<file path="src/rtl/ps2_receiver.sv">
// PS/2 keyboard receiver: synchronises the raw PS/2 lines, deframes 11-bit frames and queues scan codes in a FIFO.
// Optional define PS2_PARITY_CHECK_EN rejects frames whose odd-parity bit does not match the data byte.
module ps2_receiver #(
   parameter int FIFO_DEPTH     = 8,
   parameter int TIMEOUT_CYCLES = 100000
) (
   input  logic       clk,
   input  logic       rst_n,
   input  logic       ps2_clk,
   input  logic       ps2_data,
   input  logic       nextdata_n,
   output logic [7:0] data,
   output logic       ready,
   output logic       overflow,
   output logic       frame_err
);

   localparam int PW  = $clog2(FIFO_DEPTH);
   localparam int CW  = PW + 1;
   localparam int WDW = $clog2(TIMEOUT_CYCLES + 1);
   localparam logic [WDW-1:0] WD_LIMIT = WDW'(TIMEOUT_CYCLES - 1);
   localparam logic [WDW-1:0] WD_ONE   = WDW'(1);
   localparam logic [CW-1:0]  CNT_ONE  = CW'(1);
   localparam logic [CW-1:0]  CNT_FULL = CW'(FIFO_DEPTH);
   localparam logic [PW-1:0]  PTR_ONE  = PW'(1);

   typedef enum logic [1:0] {IDLE, DATA, PARITY, STOP} state_t;

   logic           clkSync1_q, clkSync2_q, clkHist_q;
   logic           dataSync1_q, dataSync2_q;
   logic           fallEdge;

   state_t         state_q, state_d;
   logic [2:0]     bitCnt_q, bitCnt_d;
   logic [7:0]     shift_q, shift_d;
   logic [WDW-1:0] wdCnt_q, wdCnt_d;
   logic           frameErr_q, frameErr_d;
   logic           push;
   logic           frameValid;
`ifdef PS2_PARITY_CHECK_EN
   logic           parity_q, parity_d;
`endif

   logic [7:0]     mem_q [FIFO_DEPTH];
   logic [PW-1:0]  wrPtr_q, rdPtr_q;
   logic [CW-1:0]  count_q;
   logic           overflow_q;
   logic           doPop, doPush, full;

   // Two-flop synchronisers; the history flop turns a high-to-low PS/2 clock into a single-cycle pulse.
   always_ff @(posedge clk or negedge rst_n) begin
      if (!rst_n) begin
         clkSync1_q  <= 1'b0;
         clkSync2_q  <= 1'b0;
         clkHist_q   <= 1'b0;
         dataSync1_q <= 1'b0;
         dataSync2_q <= 1'b0;
      end else begin
         clkSync1_q  <= ps2_clk;
         clkSync2_q  <= clkSync1_q;
         clkHist_q   <= clkSync2_q;
         dataSync1_q <= ps2_data;
         dataSync2_q <= dataSync1_q;
      end
   end

   assign fallEdge = !clkSync2_q && clkHist_q;

   always_ff @(posedge clk or negedge rst_n) begin
      if (!rst_n) begin
         state_q    <= IDLE;
         bitCnt_q   <= '0;
         shift_q    <= '0;
         wdCnt_q    <= '0;
         frameErr_q <= 1'b0;
`ifdef PS2_PARITY_CHECK_EN
         parity_q   <= 1'b0;
`endif
      end else begin
         state_q    <= state_d;
         bitCnt_q   <= bitCnt_d;
         shift_q    <= shift_d;
         wdCnt_q    <= wdCnt_d;
         frameErr_q <= frameErr_d;
`ifdef PS2_PARITY_CHECK_EN
         parity_q   <= parity_d;
`endif
      end
   end

   always_comb begin
      state_d    = state_q;
      bitCnt_d   = bitCnt_q;
      shift_d    = shift_q;
      wdCnt_d    = '0;
      frameErr_d = 1'b0;
      push       = 1'b0;
      frameValid = 1'b0;
`ifdef PS2_PARITY_CHECK_EN
      parity_d   = parity_q;
`endif

      if (state_q != IDLE && !fallEdge) wdCnt_d = wdCnt_q + WD_ONE;

      case (state_q)
         IDLE: begin
            // A high data bit on an edge is line noise, not a start bit.
            if (fallEdge && !dataSync2_q) begin
               state_d  = DATA;
               bitCnt_d = '0;
            end
         end
         DATA: begin
            if (fallEdge) begin
               shift_d  = {dataSync2_q, shift_q[7:1]};
               bitCnt_d = bitCnt_q + 3'd1;
               if (bitCnt_q == 3'd7) state_d = PARITY;
            end
         end
         PARITY: begin
            if (fallEdge) begin
`ifdef PS2_PARITY_CHECK_EN
               parity_d = dataSync2_q;
`endif
               state_d = STOP;
            end
         end
         STOP: begin
            if (fallEdge) begin
`ifdef PS2_PARITY_CHECK_EN
               frameValid = dataSync2_q && (^{shift_q, parity_q});
`else
               frameValid = dataSync2_q;
`endif
               push       = frameValid;
               frameErr_d = !frameValid;
               state_d    = IDLE;
            end
         end
         default: state_d = IDLE;
      endcase

      // A stalled keyboard must not leave the deframer stuck mid-frame.
      if (state_q != IDLE && !fallEdge && wdCnt_q == WD_LIMIT) begin
         state_d    = IDLE;
         shift_d    = '0;
         wdCnt_d    = '0;
         frameErr_d = 1'b1;
      end
   end

   assign full   = (count_q == CNT_FULL);
   assign doPop  = !nextdata_n && (count_q != '0);
   assign doPush = push && (!full || doPop);

   always_ff @(posedge clk or negedge rst_n) begin
      if (!rst_n) begin
         for (int i = 0; i < FIFO_DEPTH; i++) mem_q[i] <= '0;
         wrPtr_q    <= '0;
         rdPtr_q    <= '0;
         count_q    <= '0;
         overflow_q <= 1'b0;
      end else begin
         if (doPush) begin
            mem_q[wrPtr_q] <= shift_q;
            wrPtr_q        <= wrPtr_q + PTR_ONE;
         end
         if (doPop) rdPtr_q <= rdPtr_q + PTR_ONE;
         case ({doPush, doPop})
            2'b10:   count_q <= count_q + CNT_ONE;
            2'b01:   count_q <= count_q - CNT_ONE;
            default: count_q <= count_q;
         endcase
         if (push && full && !doPop) overflow_q <= 1'b1;
      end
   end

   assign data      = mem_q[rdPtr_q];
   assign ready     = (count_q != '0);
   assign overflow  = overflow_q;
   assign frame_err = frameErr_q;

endmodule

</file>
<file path="config.mk">
export PLATFORM = sky130hd
export DESIGN_NAME = ps2_receiver
export DESIGN_NICKNAME = d
export VERILOG_FILES = /design/src/rtl/ps2_receiver.sv
export SDC_FILE = /design/constraint.sdc
export NUM_CORES = 1
export LEC_CHECK = 0
export CORE_MARGIN = 2
export CORE_UTILIZATION = 55
export DETAILED_ROUTE_END_ITERATION = 7
export PLACE_DENSITY = 0.73
export SYNTH_ARGS = -nofsm -noshare
export SYNTH_HDL_FRONTEND = slang
export SYNTH_SLANG_ARGS = --single-unit
</file>
<file path="constraint.sdc">
create_clock -name clk -period 2.7 [get_ports clk]
set_input_delay 0.405 -clock clk [delete_from_list [all_inputs] [get_ports clk]]
set_output_delay 0.405 -clock clk [all_outputs]
set_load 0.03 [all_outputs]
</file>
==> results of run 1 <==
[worst min-delay path by stage]
| stage | from | end | slack, ns | cells after the start |
|---|---|---|---|---|
| 2_1_floorplan | rst_n | bitCnt_q[0] | 0.11 | 0 |
| 3_3_place_gp | dataSync1_q | dataSync2_q | 0.33 | 0 |
| 3_5_place_dp | dataSync1_q | dataSync2_q | 0.33 | 0 |
| 4_1_cts | dataSync1_q | dataSync2_q | 0.36 | 0 |
| 5_1_grt | clkSync1_q | clkSync2_q | 0.36 | 0 |
| 6_report | dataSync1_q | dataSync2_q | 0.36 | 0 |
[kinds of logic after synthesis]
kind of cell | synth area share (%)
AOI/OAI and AO/OA | 3.94
xor gates and xnor gates | 3.70
adders and majority gates | 2.88
buffers and inverters | 2.50
DFF | 53.3
muxes | 23.6
and+or+nand+nor | 10.1
[cells in the final DEF, fill, tap and decap left out, drive strengths merged, types with 2 or more instances in the layout]
cell,count
dfrtp,111
mux2,77
nand2,32
nor2,26
buf,20
mux4,16
xor2,15
a21oi,13
ha,12
clkbuf,12
nand3,10
o21ai,8
dlygate4sd2,8
xnor2,7
nand2b,6
clkdlybuf4s50,6
inv,6
nand4,4
and4,3
nand3b,3
nor3,3
nor2b,2
or3,2
o31ai,2
nor3b,2
nand4b,2
[cell usage after synthesis]
master	instances	share of area, %
nor2_2	1	0.12
o211ai_1	1	0.14
and4_1	3	0.50
nand2_1	32	2.3
mux2_2	76	16
dfrtp_1	111	53
ha_1	12	2.9
nor3b_4	2	0.72
nor3_1	2	0.19
nand3_1	10	0.96
nor4b_1	1	0.17
nand4_1	4	0.48
mux4_2	16	6.9
a21oi_1	13	1.2
a22o_1	1	0.17
and3_1	1	0.12
nand2b_1	6	0.72
inv_1	5	0.36
a32o_1	1	0.19
nor3_4	1	0.31
a221o_1	1	0.19
or3_1	2	0.24
nor2_1	25	1.8
o31ai_1	2	0.29
nor4_1	1	0.12
mux2_1	1	0.22
and2_1	1	0.12
a21o_1	1	0.14
clkbuf_1	8	0.58
o2bb2ai_1	1	0.17
o22ai_1	1	0.12
o21ai_0	8	0.77
nand4b_1	2	0.34
buf_2	2	0.19
buf_4	7	1.0
buf_1	5	0.36
nor2b_1	2	0.24
xor2_1	15	2.5
xnor2_1	7	1.2
a311oi_4	1	0.50
and3b_1	1	0.17
nand3b_1	3	0.43
[per-layer routing]
metal | up-vias | wire length [µm] | GRT usage (%)
li1 | 1460 | - | -
met1 | 1570 | 4520 | 27.8
met2 | 39 | 4530 | 32.9
met3 | 5 | 261 | 4.00
met4 | 0 | 75 | 4.26
met5 | - | 0 | 0
[stage by stage]
step | worst slack, ns | cells
floorplan | 0.118 | 396
global placement | 0.243 | 519
detailed placement | 0.173 | 519
CTS | 0.169 | 536
global route | 0.141 | 536
finish | 0.202 | 536
[what timing repair did]
item,CTS,global route
hold buffers,1,0
hold endpoints to repair,6,0
resized for setup,8,0
endpoints found under the setup margin,8,0
[final cells by class]
| type | instances | area share [%] |
|---|---|---|
| clock inverters | 4 | 0.890 |
| flip-flops and latches | 111 | 48.2 |
| multi-input cells | 258 | 40.0 |
| clock buffers | 12 | 2.69 |
| inverters | 5 | 0.326 |
| repair buffers | 35 | 5.47 |
| well taps | 111 | 2.41 |
[flip-flops by register name, summed over array words and instances (netlist names)]
signal,cells
clkSync2_q,1
dataSync1_q,1
clkSync1_q,1
overflow,1
shift_q,8
frame_err,1
mem_q,64
count_q,4
dataSync2_q,1
wrPtr_q,3
bitCnt_q,3
state_q,2
clkHist_q,1
wdCnt_q,17
rdPtr_q,3
[power groups by stage]
| stage | Clock, mW | Sequential [mW] | Combinational [mW] |
|---|---|---|---|
| finish | 1.02 | 2.17 | 1.09 |
| global route | 1.12 | 2.21 | 1.22 |
| detailed placement | 0 | 2.21 | 1.10 |
| CTS | 1.05 | 2.17 | 1.11 |
| floorplan | 0 | 2.00 | 0.958 |
| global placement | 0 | 2.19 | 1.04 |
==> key figures, run 1 <==
Run status
  • Outcome: complete, no violations

Power and ir drop
  • Share of total power in sequential cells: roughly 51%
  • Peak supply drop: roughly 0.00043 V
  • Power share of the combinational group: 25.4%
  • Sw Share: about a third
  • Leak: 2.71 nW
  • Int Power: 2.89 mW
  • Sw power: 1.39 mW
  • Clock power frac: 23.8%
  • Total power: 4.28 mW
  • Pwr/cell area: 742 nW/µm²

Clocking
  • CTS tree: yes
  • Clk sinks: 111
  • Worst-case clock buffer depth: 2
  • CTS Buf Count: 9
  • Clk pin slew, worst setup/hold paths: about 0.1 ns
  • CTS Root Cell: clkbuf_8
  • Max H-tree Level: 3
  • Clk_lat worst skew: 0.36 ns
  • Post-CTS setup buffer count: 0

Worst setup path
  • Stages on worst setup path: 4
  • Crit path capture: data[1]
  • Startpoint Class: flop
  • R2r startpoint: state_q[0]
  • CP cell instances: buf_12 -> mux4_2 -> mux2_2 -> dlygate4sd2_1
  • CP max-delay cell: mux4_2
  • CP Class: reg2out
  • CP delay by family, top: multiplexers
  • Slowest Stage Delay on Critical Path: 0.52 ns
  • Critical Path Start: rdPtr_q[0]
  • Crit path buf inv count: 2
  • R2R cell count: 8
  • Data required, critical path: about 2.3 ns
  • Max Fanout on Critical Path: 14
  • Worst setup EP type: primary output
  • R2R Setup Slk: 0.37 ns
  • Arr. time, crit path: 2.09 ns
  • FF-to-FF End: mem_q[42]

Logic synthesis
  • Post-synthesis register bit count: 111
  • Mapped Area: about 5200 µm²
  • Post-Syn Nets: 413
  • Sequential area share after synthesis: between 50 and 60%
  • Synth cell types: 42
  • Synth warnings: 0
  • Mapped Cells: 396
  • Avg Inst Size Synth: 13.2 µm²

Die
  • Horiz. Die Dim: 101 µm
  • Row cnt: 35
  • Initial Util: 56.6%
  • Die area: approximately 10000 µm²
  • Total core area: 9200 µm²
  • IO Count: 16
  • Die height: 101 µm

STA
  • Max frequency: roughly 0.40 GHz
  • Final hold viol count: 0
  • Final Cycle Share: a little over 90%
  • Final setup violation count: 0
  • Final TNS setup: 0 ns
  • Slew Viols, Final: 0
  • Measured slew at the worst slew-check pin: 0.515 ns
  • Final Hold Slack: 0.356 ns
  • Final min period: between 2 and 2.5 ns
  • Max_slew headroom: between 60% and 70%
  • Unrepaired setup endpoints after global routing: no
  • Clock Skews: 0.0152 ns

GRT
  • Global Route Usage Sum: 19.9%
  • Vias in the first global route: ~3200
  • Initial antenna violation count: 0
  • First-pass GRT wire length: 15800 µm
  • GRT overflow: 0
  • Largest net degree at the start of global routing: 76

Hold path
  • Class of the worst hold path: reg2reg

Final layout
  • Layout Utilization: 62.7%
  • FF/Latch Area: 2780 µm²
  • Area growth, synth to finish: 10.7%
  • Multi-input gate area: 2310 µm²
  • Layout cells sized above 1: 31.3%
  • Number of inserted diodes: 0
  • Filler cells: 716
  • Fin area: 5760 µm²
  • Final #Nets: 437

Placed design
  • Post-DP HPWL: between 6000 and 7000 µm
  • Post-DP Area: 5560 µm²
  • Placer Congestion: 0.774
  • Port bufs: 15

Flow run
  • Max-cap violations: 0

Detailed routing
  • Via density: 5.74
  • WL final: approximately 9400 µm
  • Routed length per instance: 17.5 µm
  • Starting DRC count in detailed routing: 91
  • TritonRoute pass-1 iters: 4
  • Drt drc: 0
  • Final antenna-violating net count: 0
  • Via count: 3074
(Power assumes the default switching activity.)
==> inputs of run 2 (changes only) <==
CORE_ASPECT_RATIO = 1.25   (was unset)
RECOVER_POWER = 100   (was unset)
==> run 2 against run 1 <==
Against the previous run: clock power is 35% higher; design area grew 0.54%; sequential power hardly changed; cell count grew 1.7%; clock skew decreased by 0.0090 ns; hold slack worse by 0.090 ns; worst setup slack lost 0.053 ns; power up 6.5%; first-iteration DRC count rose by 7.7%; via count rose by 1.1%; register-to-register slack got worse by 0.13 ns; maximum frequency decreased by 2.1%; critical endpoint is now data[3].
==> key figures, run 2 (synthesis gave the netlist of run 1 again) <==
Placed design
  • Post-DP Area: 5580 µm²
  • Post-DP HPWL: 6460 µm
  • Port bufs: 15
  • Placer Congestion: around 0.84

Die
  • Horiz. Die Dim: 91.0 µm
  • Row cnt: 39
  • Total core area: 9170 µm²
  • Die height: 113 µm
  • Die area: 10300 µm²
  • Initial Util: between 50% and 60%
  • IO Count: 16

Detailed routing
  • Routed length per instance: about 17 µm
  • Starting DRC count in detailed routing: 98
  • WL final: 9350 µm
  • TritonRoute pass-1 iters: 4
  • Drt drc: 0
  • Via count: 3109
  • Via density: between 5 and 6
  • Final antenna-violating net count: 0

Clocking
  • Clk sinks: 111
  • Clk pin slew, worst setup/hold paths: about 0.070 ns
  • Clk_lat worst skew: 0.35 ns
  • Hold buffers post-CTS: 0
  • CTS Root Cell: clkbuf_16
  • CTS tree: yes
  • CTS Buf Count: 9
  • Post-CTS setup buffer count: 0
  • Max H-tree Level: 3
  • Worst-case clock buffer depth: 2

STA
  • Final hold viol count: 0
  • Max frequency: 0.392 GHz
  • Final setup violation count: 0
  • Max_slew headroom: 20.3%
  • Slew Viols, Final: 0
  • Measured slew at the worst slew-check pin: 1.20 ns
  • Clock Skews: 0.00625 ns
  • Final min period: 2.55 ns
  • Final TNS setup: 0 ns
  • Final Cycle Share: 94.5%
  • Unrepaired setup endpoints after global routing: no

GRT
  • First-pass GRT wire length: around 16000 µm
  • GRT overflow: 0
  • Global Route Usage Sum: 20.1%
  • Met1 GRT Util: between 20% and 30%
  • Gr busiest metal: met2
  • Met3 Resource Use GR: 2.80%
  • Initial antenna violation count: 0
  • Routing usage on met2: 34.7%
  • Vias in the first global route: 3267
  • Largest net degree at the start of global routing: 50

Worst setup path
  • Worst setup EP type: primary output
  • Max Fanout on Critical Path: 18
  • CP Class: reg2out
  • Startpoint Class: flop
  • Arr. time, crit path: 2.15 ns
  • Data required, critical path: 2.30 ns

Final layout
  • Largest register FFs: 64
  • Most common cell after layout, fill and taps aside: dfrtp_1
  • Fin area: between 5000 and 6000 µm²
  • Layout Utilization: 63.2%
  • Filler cells: 762
  • Reg with most FFs: mem_q
  • Area growth, synth to finish: 11.3%
  • Most frequent cells in the layout: dfrtp_1 (111), mux2_2 (76), nand2_1 (32)
  • Largest registers: mem_q: 64 flops, wdCnt_q: 17 flops, shift_q: 8 flops
  • Final #Nets: 435
  • Layout cells sized above 1: between 20 and 30%
  • Number of inserted diodes: 0

Power and ir drop
  • Sw Share: 30.6%
  • Int Power: 3.16 mW
  • Share of total power in sequential cells: 47.6%
  • Peak supply drop: 0.000429 V
  • Clock power frac: slightly above 30%
  • Leak: 2.71 nW
  • Power share of the combinational group: 22.1%
  • Pwr/cell area: approximately 800 nW/µm²
  • Sw power: about 1.4 mW
  • Total power: between 4 and 5 mW

Run status
  • Outcome: complete, no violations

Hold path
  • Class of the worst hold path: in2async

Flow run
  • Max-cap violations: 0
run 2: cell count changes in the layout (fill, tap and decap cells not counted), moves of 4 or more:
cell,previous run,this run
clkbuf_8,11,0
clkbuf_16,0,9
buf_4,18,3
clkbuf_2,0,6
dlygate4sd3_1,1,5
clkdlybuf4s50_1,6,1
clkbuf_1,1,8
run 2: through the flow:
stage / worst slack, ns / cells / hold slack (ns)
6_report: 0.149 / 545 / 0.267
3_3_place_gp: 0.228 / 530 / 0.332
5_1_grt: 0.0632 / 545 / 0.359
3_5_place_dp: 0.200 / 530 / 0.336
2_1_floorplan: 0.118 / 396 / 0.109
4_1_cts: 0.187 / 545 / 0.0807
run 2: path summary, 6_finish.rpt:
path / from / end / slack, ns / cells after the start
min in group clk: dataSync1_q / dataSync2_q / 0.35 / 0
min reg2reg: dataSync1_q / dataSync2_q / 0.35 / 0
min: rst_n / mem_q[6] / 0.27 / 1
max reg2reg: state_q[0] / mem_q[62] / 0.24 / 8
max: rdPtr_q[0] / data[3] / 0.15 / 4
max in group asynchronous: rst_n / wrPtr_q[0] / 0.68 / 2
run 2: worst max-delay path, cell delays in order, from the launching register on:
cell           delay, ns
dfrtp_1             0.34
buf_6               0.26
mux4_2              0.56
mux2_2              0.28
dlygate4sd2_1       0.36
run 2: power by group through the flow:
| stage | Sequential [mW] | Combinational, mW | Clock, mW |
|---|---|---|---|
| floorplan | 2.00 | 0.958 | 0 |
| global placement | 2.19 | 1.02 | 0 |
| detailed placement | 2.21 | 1.06 | 0 |
| CTS | 2.18 | 1.06 | 1.41 |
| global route | 2.21 | 1.13 | 1.48 |
| finish | 2.17 | 1.01 | 1.38 |
run 2: layout make-up:
type                    instances  area (µm²)  area share (%)
repair buffers                 33         244            4.21
multi-input cells             258        2290            39.5
clock buffers                   9         225            3.89
inverters                       5        18.8           0.324
flip-flops and latches        111        2780            47.9
clock inverters                 6        86.3            1.49
well taps                     123         154            2.66
run 2: routing by layer:
metal / share of wire [%] / wire length, µm / vias up
met1: 43 / 4010 / 1605
li1: - / - / 1447
met5: 0 / 0 / -
met3: 1.9 / 178 / 18
met4: 2.5 / 234 / 0
met2: 53 / 4920 / 39
run 2: repair_timing:
item | 4_1_cts | 5_1_grt
resized for setup | 8 | 0
hold endpoints to repair | 0 | 0
setup endpoints to repair | 8 | 0
==> inputs of run 3 (changes only) <==
MAX_ROUTING_LAYER = met4   (was unset)
==> run 3 against run 2 <==
Against the previous run: clock skew hardly changed; global-route usage is 0.73 points higher; non-clock buffer count stayed put; critical endpoint unchanged; largest power group unchanged; highest routed layer unchanged.
==> key figures, run 3 (synthesis gave the netlist of run 1 again) <==
Run status
  • Outcome: complete, no violations

Worst setup path
  • FF-to-FF End: mem_q[62]
  • CP delay by family, top: multiplexers
  • CP cell instances: buf_6 -> mux4_2 -> mux2_2 -> dlygate4sd2_1
  • R2R Setup Slk: 0.26 ns
  • Crit path buf inv count: 2
  • Max Fanout on Critical Path: 18
  • Stages on worst setup path: 4
  • R2R cell count: 8
  • CP Class: reg2out
  • Startpoint Class: flop
  • Crit path capture: data[3]
  • R2r startpoint: state_q[0]
  • Critical Path Start: rdPtr_q[0]
  • Arr. time, crit path: 2.14 ns
  • CP max-delay cell: mux4_2
  • Slowest Stage Delay on Critical Path: 0.56 ns
  • Worst setup EP type: primary output
  • Data required, critical path: 2.30 ns

Final layout
  • Most frequent cells in the layout: dfrtp_1 (111), mux2_2 (76), nand2_1 (32)
  • Layout cells sized above 1: between 20% and 30%
  • Reg with most FFs: mem_q
  • Largest registers: mem_q: 64 flops, wdCnt_q: 17 flops, shift_q: 8 flops
  • Largest register FFs: 64
  • Number of inserted diodes: 0
  • Fin area: just under 6000 µm²
  • Multi-input gate area: 2290 µm²
  • Filler cells: about 760
  • Most common cell after layout, fill and taps aside: dfrtp_1
  • Area growth, synth to finish: 11.3%
  • FF/Latch Area: 2780 µm²
  • Final #Nets: 435
  • Final Non-Filler Cells: between 500 and 600

Clocking
  • Post-CTS setup buffer count: 0
  • CTS tree: yes
  • Max H-tree Level: 3
  • Hold buffers post-CTS: 0
  • Clk sinks: roughly 110
  • Clk_lat worst skew: 0.35 ns
  • Worst-case clock buffer depth: 2
  • Post_cts resized: 8
  • CTS Root Cell: clkbuf_16
  • Clk pin slew, worst setup/hold paths: ~0.07 ns
  • CTS Buf Count: 9

Power and ir drop
  • Sw Share: 30.5%
  • Sw power: 1.39 mW
  • Leak: 2.71 nW
  • Clock power frac: a little under a third
  • Int Power: roughly 3.2 mW
  • Power share of the combinational group: 22.1%
  • Peak supply drop: 0.000429 V
  • Share of total power in sequential cells: 47.6%
  • Pwr/cell area: 786 nW/µm²

STA
  • Measured slew at the worst slew-check pin: approximately 1.2 ns
  • Final hold viol count: 0
  • Unrepaired setup endpoints after global routing: no
  • Final setup violation count: 0
  • Final TNS setup: 0 ns
  • Slew Viols, Final: 0
  • Max_slew headroom: 20.3%
  • Clock Skews: ~0.0066 ns
  • Final min period: 2.54 ns
  • Setup slack after layout: 0.157 ns
  • Final Cycle Share: 94.2%
  • Max frequency: 0.393 GHz

Die
  • IO Count: 16
  • Die height: approximately 110 µm
  • Horiz. Die Dim: 91.0 µm
  • Die area: a little over 10000 µm²
  • Initial Util: 56.8%
  • Row cnt: 39
  • Total core area: a little over 9000 µm²

GRT
  • Initial antenna violation count: 0
  • First-pass GRT wire length: 16000 µm
  • Global Route Usage Sum: 20.9%
  • Vias in the first global route: 3246
  • Largest net degree at the start of global routing: 50
  • GRT overflow: 0

Placed design
  • Port bufs: 15
  • Placed instance count: 530
  • Post-DP HPWL: 6460 µm
  • Placer Congestion: 0.858
  • Pre-CTS setup slack: 0.200 ns
  • Post-DP Area: between 5000 and 6000 µm²

Detailed routing
  • Starting DRC count in detailed routing: slightly above 100
  • Routed met2 length: a little under 5000 µm
  • Uppermost layer routed: met4
  • Via density: 5.66
  • Met1 wire length: 4000 µm
  • TritonRoute pass-1 iters: 4
  • Final antenna-violating net count: 0
  • Routed length per instance: 17.1 µm
  • Met3 WL: 230 µm
  • Drt drc: 0
  • Via count: approximately 3000
  • WL final: 9330 µm

Flow run
  • Max-cap violations: 0

Hold path
  • Class of the worst hold path: in2async
## run 3: worst min path at each step
stage                      startpoint          end  slack (ns)  cells past startpoint
after global placement    dataSync1_q  dataSync2_q        0.33                      0
final                           rst_n     mem_q[6]        0.27                      1
after detailed placement   clkSync1_q   clkSync2_q        0.34                      0
after global routing            rst_n     mem_q[6]        0.36                      1
after CTS                       rst_n    mem_q[22]        0.08                      1
after floorplan                 rst_n  bitCnt_q[0]        0.11                      0
## run 3: final cells by class
type	count	share of cell area, %
well taps	123	2.66
clock inverters	6	1.49
multi-input cells	258	39.5
flip-flops and latches	111	47.9
repair buffers	33	4.21
inverters	5	0.324
clock buffers	9	3.89
## run 3: power by group through the flow
| stage | clock network (mW) | logic [mW] | registers (mW) |
|---|---|---|---|
| after global routing | 1.49 | 1.13 | 2.21 |
| after global placement | 0 | 1.02 | 2.19 |
| after floorplan | 0 | 0.958 | 2.00 |
| after detailed placement | 0 | 1.06 | 2.21 |
| final | 1.38 | 1.01 | 2.17 |
| after CTS | 1.41 | 1.06 | 2.18 |
## run 3: metal layers
layer  global-route usage [%]  vias up
met5                        -        -
met4                     7.27        0
met3                     4.59       11
met2                     35.1       33
met1                     25.0     1594
li1                         -     1447
## run 3: stage by stage
stage	power, mW	util [%]	hold slack (ns)
2_1_floorplan	2.96	-	0.109
3_3_place_gp	3.21	60.8	0.332
3_5_place_dp	3.27	60.8	0.336
4_1_cts	4.65	64.1	0.0807
5_1_grt	4.83	63.2	0.359
6_report	4.55	63.2	0.266
## run 3: worst reg2reg max path, stage by stage, from the launching register on
cell and delay (ns):
dfrtp_1 0.43, ha_1 0.24, nand2_1 0.14, a311oi_4 0.24, buf_4 0.20, nand2b_1 0.18
nor3_1 0.20, clkbuf_2 0.32, mux2_2 0.38
